===== src/rtl/pattern_1_0n_1_generator_pkg.sv =====
// rtl/pattern_1_0n_1_generator_pkg.sv - shared state encodings, defaults and output decode
// Holds the frame FSM encodings and the Moore decode used by the top level.
package pattern_1_0n_1_generator_pkg;

   localparam logic [1:0] ST_IDLE  = 2'd0;
   localparam logic [1:0] ST_LEAD  = 2'd1;
   localparam logic [1:0] ST_GAP   = 2'd2;
   localparam logic [1:0] ST_TRAIL = 2'd3;

   localparam int DEF_GAP = 6;

   typedef enum logic [1:0] {
      IDLE  = ST_IDLE,
      LEAD  = ST_LEAD,
      GAP   = ST_GAP,
      TRAIL = ST_TRAIL
   } state_t;

   typedef struct packed {
      logic sout;
      logic busy;
      logic done;
   } line_t;

   // Line levels depend on state alone, so nothing from the inputs reaches the outputs.
   function automatic line_t decode_line(input state_t s);
      line_t l;
      l = '{sout: 1'b0, busy: 1'b0, done: 1'b0};
      case (s)
         LEAD:    l = '{sout: 1'b1, busy: 1'b1, done: 1'b0};
         GAP:     l = '{sout: 1'b0, busy: 1'b1, done: 1'b0};
         TRAIL:   l = '{sout: 1'b1, busy: 1'b1, done: 1'b1};
         default: l = '{sout: 1'b0, busy: 1'b0, done: 1'b0};
      endcase
      return l;
   endfunction

endpackage


===== src/rtl/gap_down_counter.sv =====
// rtl/gap_down_counter.sv - loadable down counter for the zero run between the two 1s
// Load wins over decrement; the count holds at zero rather than wrapping.
module gap_down_counter #(
   parameter int CNT_W = 3
) (
   input  logic             clk,
   input  logic             rst,
   input  logic             ld,
   input  logic [CNT_W-1:0] ld_val,
   input  logic             dec,
   output logic [CNT_W-1:0] cnt,
   output logic             is_zero,
   output logic             is_one
);

   assign is_zero = (cnt == '0);
   assign is_one  = (cnt == CNT_W'(1));

   always_ff @(posedge clk or posedge rst) begin
      if (rst) begin
         cnt <= '0;
      end else if (ld) begin
         cnt <= ld_val;
      end else if (dec && !is_zero) begin
         cnt <= cnt - CNT_W'(1);
      end
   end

endmodule


===== src/rtl/pattern_1_0n_1_generator.sv =====
// rtl/pattern_1_0n_1_generator.sv - serial "1, N zeros, 1" frame transmitter
// Frame FSM, latched gap length and Moore output decode; the zero count lives in gap_down_counter.
module pattern_1_0n_1_generator
   import pattern_1_0n_1_generator_pkg::*;
#(
   parameter int CNT_W   = 3,
   parameter int DEF_GAP = pattern_1_0n_1_generator_pkg::DEF_GAP
) (
   input  logic             clk,
   input  logic             rst,
   input  logic             start,
   input  logic [CNT_W-1:0] gap_len,
   input  logic             cont,
   output logic             sout,
   output logic             busy,
   output logic             done
);

   localparam int MAX_GAP = (1 << CNT_W) - 1;

   if (DEF_GAP < 0 || DEF_GAP > MAX_GAP) begin : g_def_gap_range
      $error("DEF_GAP does not fit in CNT_W bits");
   end

   state_t           state;
   state_t           state_nx;
   logic [CNT_W-1:0] gap_q;
   logic             gap_q_ld;
   logic             cnt_ld;
   logic [CNT_W-1:0] cnt_ld_val;
   logic             cnt_dec;
   logic [CNT_W-1:0] cnt;
   logic             cnt_zero;
   logic             cnt_one;
   line_t            line;

   gap_down_counter #(
      .CNT_W (CNT_W)
   ) u_gap_cnt (
      .clk     (clk),
      .rst     (rst),
      .ld      (cnt_ld),
      .ld_val  (cnt_ld_val),
      .dec     (cnt_dec),
      .cnt     (cnt),
      .is_zero (cnt_zero),
      .is_one  (cnt_one)
   );

   always_ff @(posedge clk or posedge rst) begin
      if (rst) begin
         state <= IDLE;
      end else begin
         state <= state_nx;
      end
   end

   always_ff @(posedge clk or posedge rst) begin
      if (rst) begin
         gap_q <= '0;
      end else if (gap_q_ld) begin
         gap_q <= gap_len;
      end
   end

   always_comb begin
      state_nx   = state;
      gap_q_ld   = 1'b0;
      cnt_ld     = 1'b0;
      cnt_ld_val = gap_q;
      cnt_dec    = 1'b0;
      case (state)
         IDLE: begin
            if (start) begin
               state_nx   = LEAD;
               gap_q_ld   = 1'b1;
               cnt_ld     = 1'b1;
               cnt_ld_val = gap_len;
            end
         end
         LEAD: begin
            state_nx = cnt_zero ? TRAIL : GAP;
         end
         GAP: begin
            cnt_dec = 1'b1;
            // A zero count here is unreachable; leaving anyway keeps the FSM from sticking.
            if (cnt_one || cnt == '0) begin
               state_nx = TRAIL;
            end
         end
         TRAIL: begin
            if (!cont) begin
               state_nx = IDLE;
            end else if (gap_q != '0) begin
               // The trailing 1 doubles as the next frame's leading 1.
               state_nx   = GAP;
               cnt_ld     = 1'b1;
               cnt_ld_val = gap_q;
            end else begin
               state_nx = TRAIL;
            end
         end
         default: begin
            state_nx = IDLE;
         end
      endcase
   end

   assign line = decode_line(state);
   assign sout = line.sout;
   assign busy = line.busy;
   assign done = line.done;

endmodule


===== config.mk =====
export PLATFORM = sky130hd
export DESIGN_NAME = pattern_1_0n_1_generator
export DESIGN_NICKNAME = d
export VERILOG_FILES = /design/src/rtl/pattern_1_0n_1_generator_pkg.sv /design/src/rtl/gap_down_counter.sv /design/src/rtl/pattern_1_0n_1_generator.sv
export SDC_FILE = /design/constraint.sdc
export NUM_CORES = 1
export LEC_CHECK = 0
export ABC_AREA = 1
export CAP_MARGIN = 25
export CORE_MARGIN = 5
export CORE_UTILIZATION = 39
export CTS_CLUSTER_SIZE = 24
export DETAILED_ROUTE_END_ITERATION = 10
export SETUP_SLACK_MARGIN = 0.15
export SYNTH_ARGS = -nofsm -noshare
export SYNTH_HDL_FRONTEND = slang
export SYNTH_SLANG_ARGS = --single-unit

===== constraint.sdc =====
create_clock -name clk -period 1.5 [get_ports clk]
set_input_delay 0.225 -clock clk [delete_from_list [all_inputs] [get_ports clk]]
set_output_delay 0.225 -clock clk [all_outputs]
set_load 0.01 [all_outputs]

Word-level counts from Yosys, hierarchy flattened
Cells that the tools add are included.
{"block": "word_totals", "ff_bits": 8, "latch_bits": 0, "mem_bits_rw": 0, "rom_bits": 0, "word_cells": 35, "memories": 0}
{"block": "op_classes", "addsub": 1, "multipliers": 0, "n_div": 0, "n_lt_le_gt_ge": 0, "n_eq_ne": 6, "n_shift": 0, "muxes": 17, "bitwise_logic": 0, "n_reduce_logical": 8}
{"operator": "3-bit two-way mux", "count": 4}
{"operator": "3-bit one-hot mux with 3 select lines", "count": 1}
{"operator": "2-bit one-hot mux with 4 select lines", "count": 1}
{"operator": "1-bit two-way mux", "count": 7}
{"operator": "2-bit two-way mux", "count": 3}
{"operator": "2-bit equality test, second input constant", "count": 2}
{"operator": "2-bit inequality test, second input constant", "count": 2}
{"operator": "3-bit by 1-bit equality test with 1-bit output, second input constant", "count": 1}
{"operator": "3-bit logical NOT", "count": 1}
{"operator": "3-bit nonzero test", "count": 1}
{"operator": "3-bit by 1-bit subtractor with 3-bit output, second input constant", "count": 1}
{"operator": "2-bit by 1-bit equality test with 1-bit output, second input constant", "count": 1}
{"operator": "2-bit logical NOT", "count": 1}
{"operator": "1-bit one-hot mux with 2 select lines", "count": 1}
{"operator": "2-bit AND reduction", "count": 1}
{"operator": "2-bit nonzero test", "count": 1}
{"operator": "1-bit logical AND", "count": 1}
{"operator": "1-bit logical NOT", "count": 1}
{"operator": "1-bit logical OR", "count": 1}

Depth between registers and ports, before layout
Gate-level depths: netlist of run 1.
{"block": "logic_depth", "ltp_word": 5, "depth_mapped": 9, "mapped_depth_nobuf": 9}

Modules after synthesis
A second synthesis of run 1 with hierarchy kept.
{"block": "unflattened", "hier_cells": 92, "area_unflattened_um2": 661.9}
{"module": "pattern_1_0n_1_generator", "n_inst": 1, "cells_each": 56, "area_per_inst_um2": 421.7, "seq_area_each_um2": 125.1}
{"module": "gap_down_counter", "n_inst": 1, "cells_each": 36, "area_per_inst_um2": 240.2, "seq_area_each_um2": 75.1}

Worst setup path after synthesis of run 1
OpenSTA, ideal clock, no wires.
{"block": "synth_timing", "path_type": "reg-to-reg", "startpoint": "register state[0]", "endpoint": "register u_gap_cnt.cnt[2]", "setup_ns": 0.117, "arrival_time_ns": 1.189, "setup_slack_ns": 0.195, "stages_incl_launch_ff": 9, "n_path_buf": 0, "cell_sequence": "dfrtp_1 inv_1 ha_1 nand2_1 nand2_1 nand2_2 nand2_1 nand2_1 nand2_1"}
{"block": "synth_via", "elab_chain_cells": 4, "elab_cells_between_ends": 9}
{"element": "from (decl)", "line": "pattern_1_0n_1_generator.sv:25", "rtl": "state_t state;"}
{"element": "from (signal assigned)", "line": "pattern_1_0n_1_generator.sv:54", "rtl": "state <= state_nx;"}
{"element": "2-bit equality test", "line": "pattern_1_0n_1_generator.sv:72", "rtl": "case (state)"}
{"element": "1-bit two-way mux", "line": "pattern_1_0n_1_generator.sv:72"}
{"element": "1-bit logical AND", "line": "gap_down_counter.sv:24", "rtl": "end else if (dec && !is_zero) begin"}
{"element": "2-bit nonzero test (no source line)"}
{"element": "to (signal assigned)", "line": "gap_down_counter.sv:23", "rtl": "cnt <= ld_val;"}
{"element": "to (signal assigned)", "line": "gap_down_counter.sv:25", "rtl": "cnt <= cnt - CNT_W'(1);"}
{"element": "to (decl)", "line": "gap_down_counter.sv:11", "rtl": "output logic [CNT_W-1:0] cnt,"}
Several ways; a longest one is shown, not always the timed one.
A chain may end at the register's enable or synchronous reset.

Worst setup path after layout of run 1
{"block": "layout_timing", "startpoint": "register state[0]", "endpoint": "output sout"}
{"block": "layout_via", "elab_chain_cells": 2, "elab_cells_between_ends": 4}
{"element": "2-bit equality test or 2-bit by 1-bit equality test with 1-bit output (tied branches)", "line": "pattern_1_0n_1_generator_pkg.sv:29", "rtl": "case (s)"}
{"element": "3-bit one-hot mux with 3 select lines *", "line": "pattern_1_0n_1_generator_pkg.sv:29"}
{"element": "to (decl)", "line": "pattern_1_0n_1_generator.sv:14", "rtl": "output logic sout,"}
Every way passes the cells marked *; elsewhere a longest branch is shown, timed or not.

==> metrics.md, run 1 <==
| Metric | Value |
|---|---|
| Via Count | between 500 and 600 |
| Longest Clk Path Bufs | 2 |
| Crit-path cells | buf_6 -> ha_4 -> nor2_4 -> nor2_1 -> buf_2 |
| Crit share post-route | between 90% and 100% |
| Yosys top cell by area | dfrtp_1 |
| DP HPWL | around 840 µm |
| Synth Cell Area | roughly 600 µm² |
| Number of synthesized flops with an enable pin | 0 |
| First-pass GRT wire length | around 2.2 mm |
| Leakage | roughly 0.5 nW |
| Largest net degree at the start of global routing | 9 |
| CTS tree | done |
| Layout area overhead | 62.32% |
| Post-placement cell count | between 100 and 150 |
| Initial Utilization | about 40% |
| Chip width | 49.04 µm |
| Syn Area/Cell | about 7.5 µm² |
| Worst-Skew Late Latency | 0.26 ns |
| Slew Viols, Final | 0 |
| Tot Pwr | 2.034 mW |
| Asr flop ratio synth | 100.0% |
| Synth Register Bits | 8 |
| Status | completed |
| Critical path capture point type | primary output |
| Routability cong. | 0.7974 |
| Final core occ | approximately two thirds |
| Max Cap Viol | 0 |
| Count of final hold-check violations | 0 |
| Initial antenna violation count | 0 |
| Placement Rows | 14 |
| Nets@finish | 121 |
| Reg clk slew, reported paths | ~0.060 ns |
| Clock skew | ~0.007 ns |
| Port buffer count | 9 |
| DR DRC count | 0 |
| Die footprint | ~0.0024 mm² |
| Slowest cell on crit path | dfrtp_2 |
| N_diodes | 0 |
| Final std cells w/o fill | 120 |
| Boundary Pins | 10 |
| WL final | approximately 1.3 mm |
| Grt ovf | 0 |
| Post-route setup TNS | 0 ns |
| Vias/cell | 4.600 |
| Element type at the critical path start | register |
| All-Layer GR Usage | ~11% |
| Hold WC Path Type | in -> async |
| Clock root buffer | clkbuf_4 |
| Top post-synthesis cells by count | 17 x nand2_1, 15 x inv_1, 8 x dfrtp_1, 8 x ha_1, 8 x nand3_1 |
| DRT Pass-1 Iters | 2 |
| Max incr delay on CP | ~0.44 ns |
| H-tree levels | 1 |
| Fmax | roughly 700 MHz |
| Ranking of synthesized cells by area | dfrtp_1 34%, ha_1 17%, nand2_1 11%, inv_1 9.5%, nand3_1 6.7% |
| Max FO, Critical Path | 4 |
| Reg-to-reg slack, setup | approximately 0.13 ns |
| Kind of critical path | reg -> out |
| 1st-iter DRT viols | 2 |
| Worst Tran Pin Value | around 0.33 ns |
| Chip height | between 40 and 50 µm |
| Critical Path RT | between 1 and 1.5 ns |
| PD cells | ~2100 mW/mm² |
| Number of synthesis warnings | 0 |
| Placed cell area | ~750 µm² |
| RSZ-0062 raised after global routing | yes |
| Detail Route Antenna Nets | 0 |
| Most numerous cell in the Yosys netlist | nand2_1 |
| Net Count, Synth | 94 |
| Worst Path Arrival | ~1.2 ns |
| Yosys top cell area share | roughly a third |
| # clock sinks | 8 |
| Max-slew headroom | about four fifths |
| Fin crit period | roughly 1.5 ns |
| Post-synthesis cell type count | 15 |
| Top_reg_cell synth | dfrtp_1 |
| Share of cells above drive strength 1 | 42.31% |
| Final setup vio count | 0 |
| Post-CTS Hold Fix Bufs | 0 |
| CTS buffer count | 3 |
| Design Area, Final | roughly 960 µm² |
| Sequential area share after synthesis | roughly a third |
| Core area | around 0.0015 mm² |
| Cells after Synth | between 70 and 80 |
| Peak VDD IR | 0.0009909 V |
| WL/cell | roughly 11 µm |
| Vias in the first global route | between 500 and 600 |
## layer usage
layer	vias to the layer above	routed length [µm]	track usage, %
li1	293	-	-
met1	242	573	13.06
met2	12	627	18.48
met3	5	68	2.752
met4	0	33	8.072
met5	-	0	0
## critical path: cells and delay by family, from the launching register on
| kind | cells | cell delay, ns |
|---|---|---|
| flops | 1 | 0.44 |
| buf+inv | 2 | 0.27 |
| fa+ha+maj | 1 | 0.16 |
| simple gates | 2 | 0.13 |
## kinds of logic (layout without fill, tap and decap cells)
kind of cell | count (synthesis) | count (layout) | share of synthesized area [%]
adder cells (fa/ha/maj) | 8 | 8 | 16.84
flip-flops | 8 | 8 | 33.68
AO/OA/AOI/OAI | 8 | 8 | 7.999
AND/OR/NAND/NOR | 35 | 35 | 27.16
buffers and inverters | 18 | 43 | 11.37
XOR/XNOR | 2 | 2 | 2.948
## cell usage in the layout (no fill, tap or decap), drive strengths merged
master         Yosys  layout
nand2             20      20
inv               17      18
buf                0      16
nand3              8       8
dfrtp              8       8
ha                 8       8
clkdlybuf4s50      0       6
nor2               6       6
o21ai              4       4
a21oi              3       3
clkbuf             0       3
xor2               2       2
o22ai              1       1
or2                1       1
## power by group
| group | total (mW) | switching (mW) | internal, mW | leakage, nW |
|---|---|---|---|---|
| logic | 1.43 | 0.738 | 0.697 | 0.387 |
| registers | 0.432 | 0.0998 | 0.332 | 0.0907 |
| clock network | 0.167 | 0.0755 | 0.0917 | 0.0138 |
## flip-flops by register name, summed over array words and instances, names as in the netlist
| register | flops |
|---|---|
| state | 2 |
| u_gap_cnt.cnt | 3 |
| gap_q | 3 |
## through the flow
step	hold WS [ns]	setup WS (ns)
after floorplan	0.04066	0.1948
after global placement	0.4934	-0.03962
after detailed placement	0.5021	-0.05538
after CTS	0.2237	0.04641
after global routing	0.2318	-0.03709
final	0.2154	0.03222
## layout make-up
class	instances	area [µm²]
Fill cell	122	506.7
Multi-Input combinational cell	53	455.4
Sequential cell	8	201.4
Timing Repair Buffer	22	197.7
Inverter	18	67.56
Clock buffer	3	22.52
Tap cell	16	20.02
## timing repair
| action | in CTS | in global routing |
|---|---|---|
| resized for setup | 30 | 18 |
| pin swaps | 7 | 7 |
| setup buffers | 4 | 3 |
| endpoints found under the setup margin | 7 | 8 |
## worst paths after layout
check                      cells after the start              from                to
setup / recovery                               5          state[0]              sout
min in group clk                               2  u_gap_cnt.cnt[1]  u_gap_cnt.cnt[1]
setup reg to reg                               8          state[1]  u_gap_cnt.cnt[2]
hold reg to reg                                2  u_gap_cnt.cnt[1]  u_gap_cnt.cnt[1]
hold / removal                                 2               rst  u_gap_cnt.cnt[2]
max in group asynchronous                      2               rst          state[0]
No activity file was read; power rests on OpenSTA's default activity.
==> run 2: changes to the inputs <==
- ABC_CLOCK_PERIOD_IN_PS: not set -> 1500
- TNS_END_PERCENT: not set -> 20
==> run 2 against run 1 <==
Effect of this change: total power decreased by 7.2%; die area unchanged; first-iteration DRC count rose by 100%; combinational power down 9%; maximum frequency increased by 0.58%.
==> metrics.md, run 2 (synthesized netlist as in run 1, its figures left out) <==
| Metric | Value |
|---|---|
| Status | completed (unchanged) |
| Chip width | 49.04 µm (unchanged) |
| Vias in the first global route | 499 (was 536) |
| Initial antenna violation count | 0 (unchanged) |
| Peak VDD IR | 0.0009100 V (was 0.0009909 V) |
| Critical Path RT | 1.27 ns (about the same) |
| Leakage | 0.4677 nW (was 0.4913 nW) |
| CTS buffer count | 3 (unchanged) |
| Count of final hold-check violations | 0 (unchanged) |
| First-pass GRT wire length | 2.014 mm (was 2.159 mm) |
| Vias/cell | 4.612 (was 4.600) |
| Longest Clk Path Bufs | 2 (unchanged) |
| Die footprint | 0.002404 mm² (unchanged) |
| Core area | 0.001471 mm² (unchanged) |
| Nets@finish | 117 (was 121) |
| Reg-to-reg endpoint | u_gap_cnt.cnt[1] (was u_gap_cnt.cnt[2]) |
| Clock root buffer | clkbuf_4 (unchanged) |
| RSZ-0062 raised after global routing | yes (unchanged) |
| Post-CTS Hold Fix Bufs | 0 (unchanged) |
| Clock skew | 0.009383 ns (was 0.007211 ns) |
| Largest net degree at the start of global routing | 9 (unchanged) |
| Hold WC Path Type | in -> async (unchanged) |
| Reg-to-reg slack, setup | 0.18 ns (was 0.13 ns) |
| Element type at the critical path start | register (unchanged) |
| Final std cells w/o fill | 116 (was 120) |
| DRT Pass-1 Iters | 4 (was 2) |
| Boundary Pins | 10 (unchanged) |
| Top flop regs | gap_q: 3 flops, u_gap_cnt.cnt: 3 flops, state: 2 flops (unchanged) |
| Routability cong. | 0.7974 (unchanged) |
| CP startpoint | state[0] (unchanged) |
| Placed cell area | 749.5 µm² (unchanged) |
| WP buf/inv | 2 (unchanged) |
| Layout area overhead | 51.79% (was 62.32%) |
| Crit path depth | 5 (unchanged) |
| DR DRC count | 0 (unchanged) |
| R2R Path Start | state[0] (was state[1]) |
| H-tree levels | 1 (unchanged) |
| Max-slew headroom | 78.42% (was 78.10%) |
| DP HPWL | 838.6 µm (unchanged) |
| Detail Route Antenna Nets | 0 (unchanged) |
| Port buffer count | 9 (unchanged) |
| Fin crit period | 1.459 ns (was 1.468 ns) |
| Worst Path Arrival | 1.23 ns (was 1.24 ns) |
| Post-route setup TNS | 0 ns (unchanged) |
| Final setup vio count | 0 (unchanged) |
| Via Count | 535 (was 552) |
| CTS tree | done (unchanged) |
| N_diodes | 0 (unchanged) |
| Share of cells above drive strength 1 | 37.00% (was 42.31%) |
| # clock sinks | 8 (unchanged) |
| Max incr delay on CP | 0.42 ns (was 0.44 ns) |
| Critical path capture point type | primary output (unchanged) |
| Fmax | 685.3 MHz (was 681.3 MHz) |
| Commonest non-fill, non-tap cells in the layout | 13 x inv_1, 13 x nand2_1, 8 x nand3_1, 8 x dfrtp_1, 7 x buf_4 (was 13 x inv_1, 12 x nand2_1, 8 x buf_4) |
| Grt ovf | 0 (unchanged) |
| Post-placement cell count | 110 (unchanged) |
| Slew Viols, Final | 0 (unchanged) |
| WL final | 1.225 mm (was 1.302 mm) |
| 1st-iter DRT viols | 4 (was 2) |
| Slowest cell on crit path | dfrtp_1 (was dfrtp_2) |
| Kind of critical path | reg -> out (unchanged) |
| Crit-path cells | buf_6 -> ha_4 -> nor2_4 -> nor2_1 -> buf_2 (unchanged) |
| Chip height | 49.04 µm (unchanged) |
| WL/cell | 10.56 µm (was 10.85 µm) |
| Initial Utilization | 40.39% (unchanged) |
| Placement Rows | 14 (unchanged) |
| Fill cells | 129 (was 122) |
| Worst Tran Pin Value | 0.3234 ns (was 0.3281 ns) |
| CP delay by family, top | flip-flops (unchanged) |
| Design Area, Final | 902.1 µm² (was 964.7 µm²) |
| All-Layer GR Usage | 10.83% (was 11.46%) |
| Worst-Skew Late Latency | 0.26 ns (about the same) |
| Max Cap Viol | 0 (unchanged) |
| Max FO, Critical Path | 4 (unchanged) |
| Worst reg2reg path depth | 10 (was 8) |
| Reg clk slew, reported paths | 0.06 ns (about the same) |
| PD cells | 2092 mW/mm² (was 2109 mW/mm²) |
| Crit share post-route | 97.29% (was 97.85%) |
## run 2: metrics by stage
step | hold slack, ns | util (%) | total power, mW | worst slack (ns)
after CTS | 0.2237 | 56.97 | 1.718 | 0.04641
after global routing | 0.2319 | 61.31 | 2.110 | -0.02406
after detailed placement | 0.5021 | 50.94 | 1.409 | -0.05538
after global placement | 0.4934 | 50.94 | 1.403 | -0.03962
final | 0.2097 | 61.31 | 1.887 | 0.04071
after floorplan | 0.04066 | - | 1.072 | 0.1948
## run 2: where the power goes
group | total (mW) | internal, mW | switching [mW] | leakage (nW)
clock network | 0.170 | 0.0919 | 0.0777 | 0.0138
registers | 0.419 | 0.329 | 0.0898 | 0.0918
logic | 1.30 | 0.607 | 0.692 | 0.362
total | 1.89 | 1.03 | 0.859 | 0.468
## run 2: layer usage
layer	vias to the layer above	GRT usage, %	part of all wire (%)
met2	14	16.96	48
li1	283	-	-
met1	233	12.69	45
met5	-	0	0
met4	0	8.072	2.8
met3	5	2.446	4.7
## run 2: how the worst max path moves through the flow
stage / end
5_1_grt: sout
3_3_place_gp: sout
6_report: sout
3_5_place_dp: sout
2_1_floorplan: u_gap_cnt.cnt[2]
4_1_cts: sout
## run 2: cell type report
type | instances | area (µm²) | share of cell area [%]
Clock buffer | 3 | 22.52 | 2.497
Inverter | 18 | 67.56 | 7.490
Multi-Input combinational cell | 53 | 435.4 | 48.27
Sequential cell | 8 | 200.2 | 22.19
Tap cell | 16 | 20.02 | 2.219
Timing Repair Buffer | 18 | 156.4 | 17.34
## run 2: timing repair
action	4_1_cts	5_1_grt
setup buffers	3	0
endpoints found under the setup margin	7	9
gates resized for setup	20	20
pin swaps	2	3
gates cloned	0	0
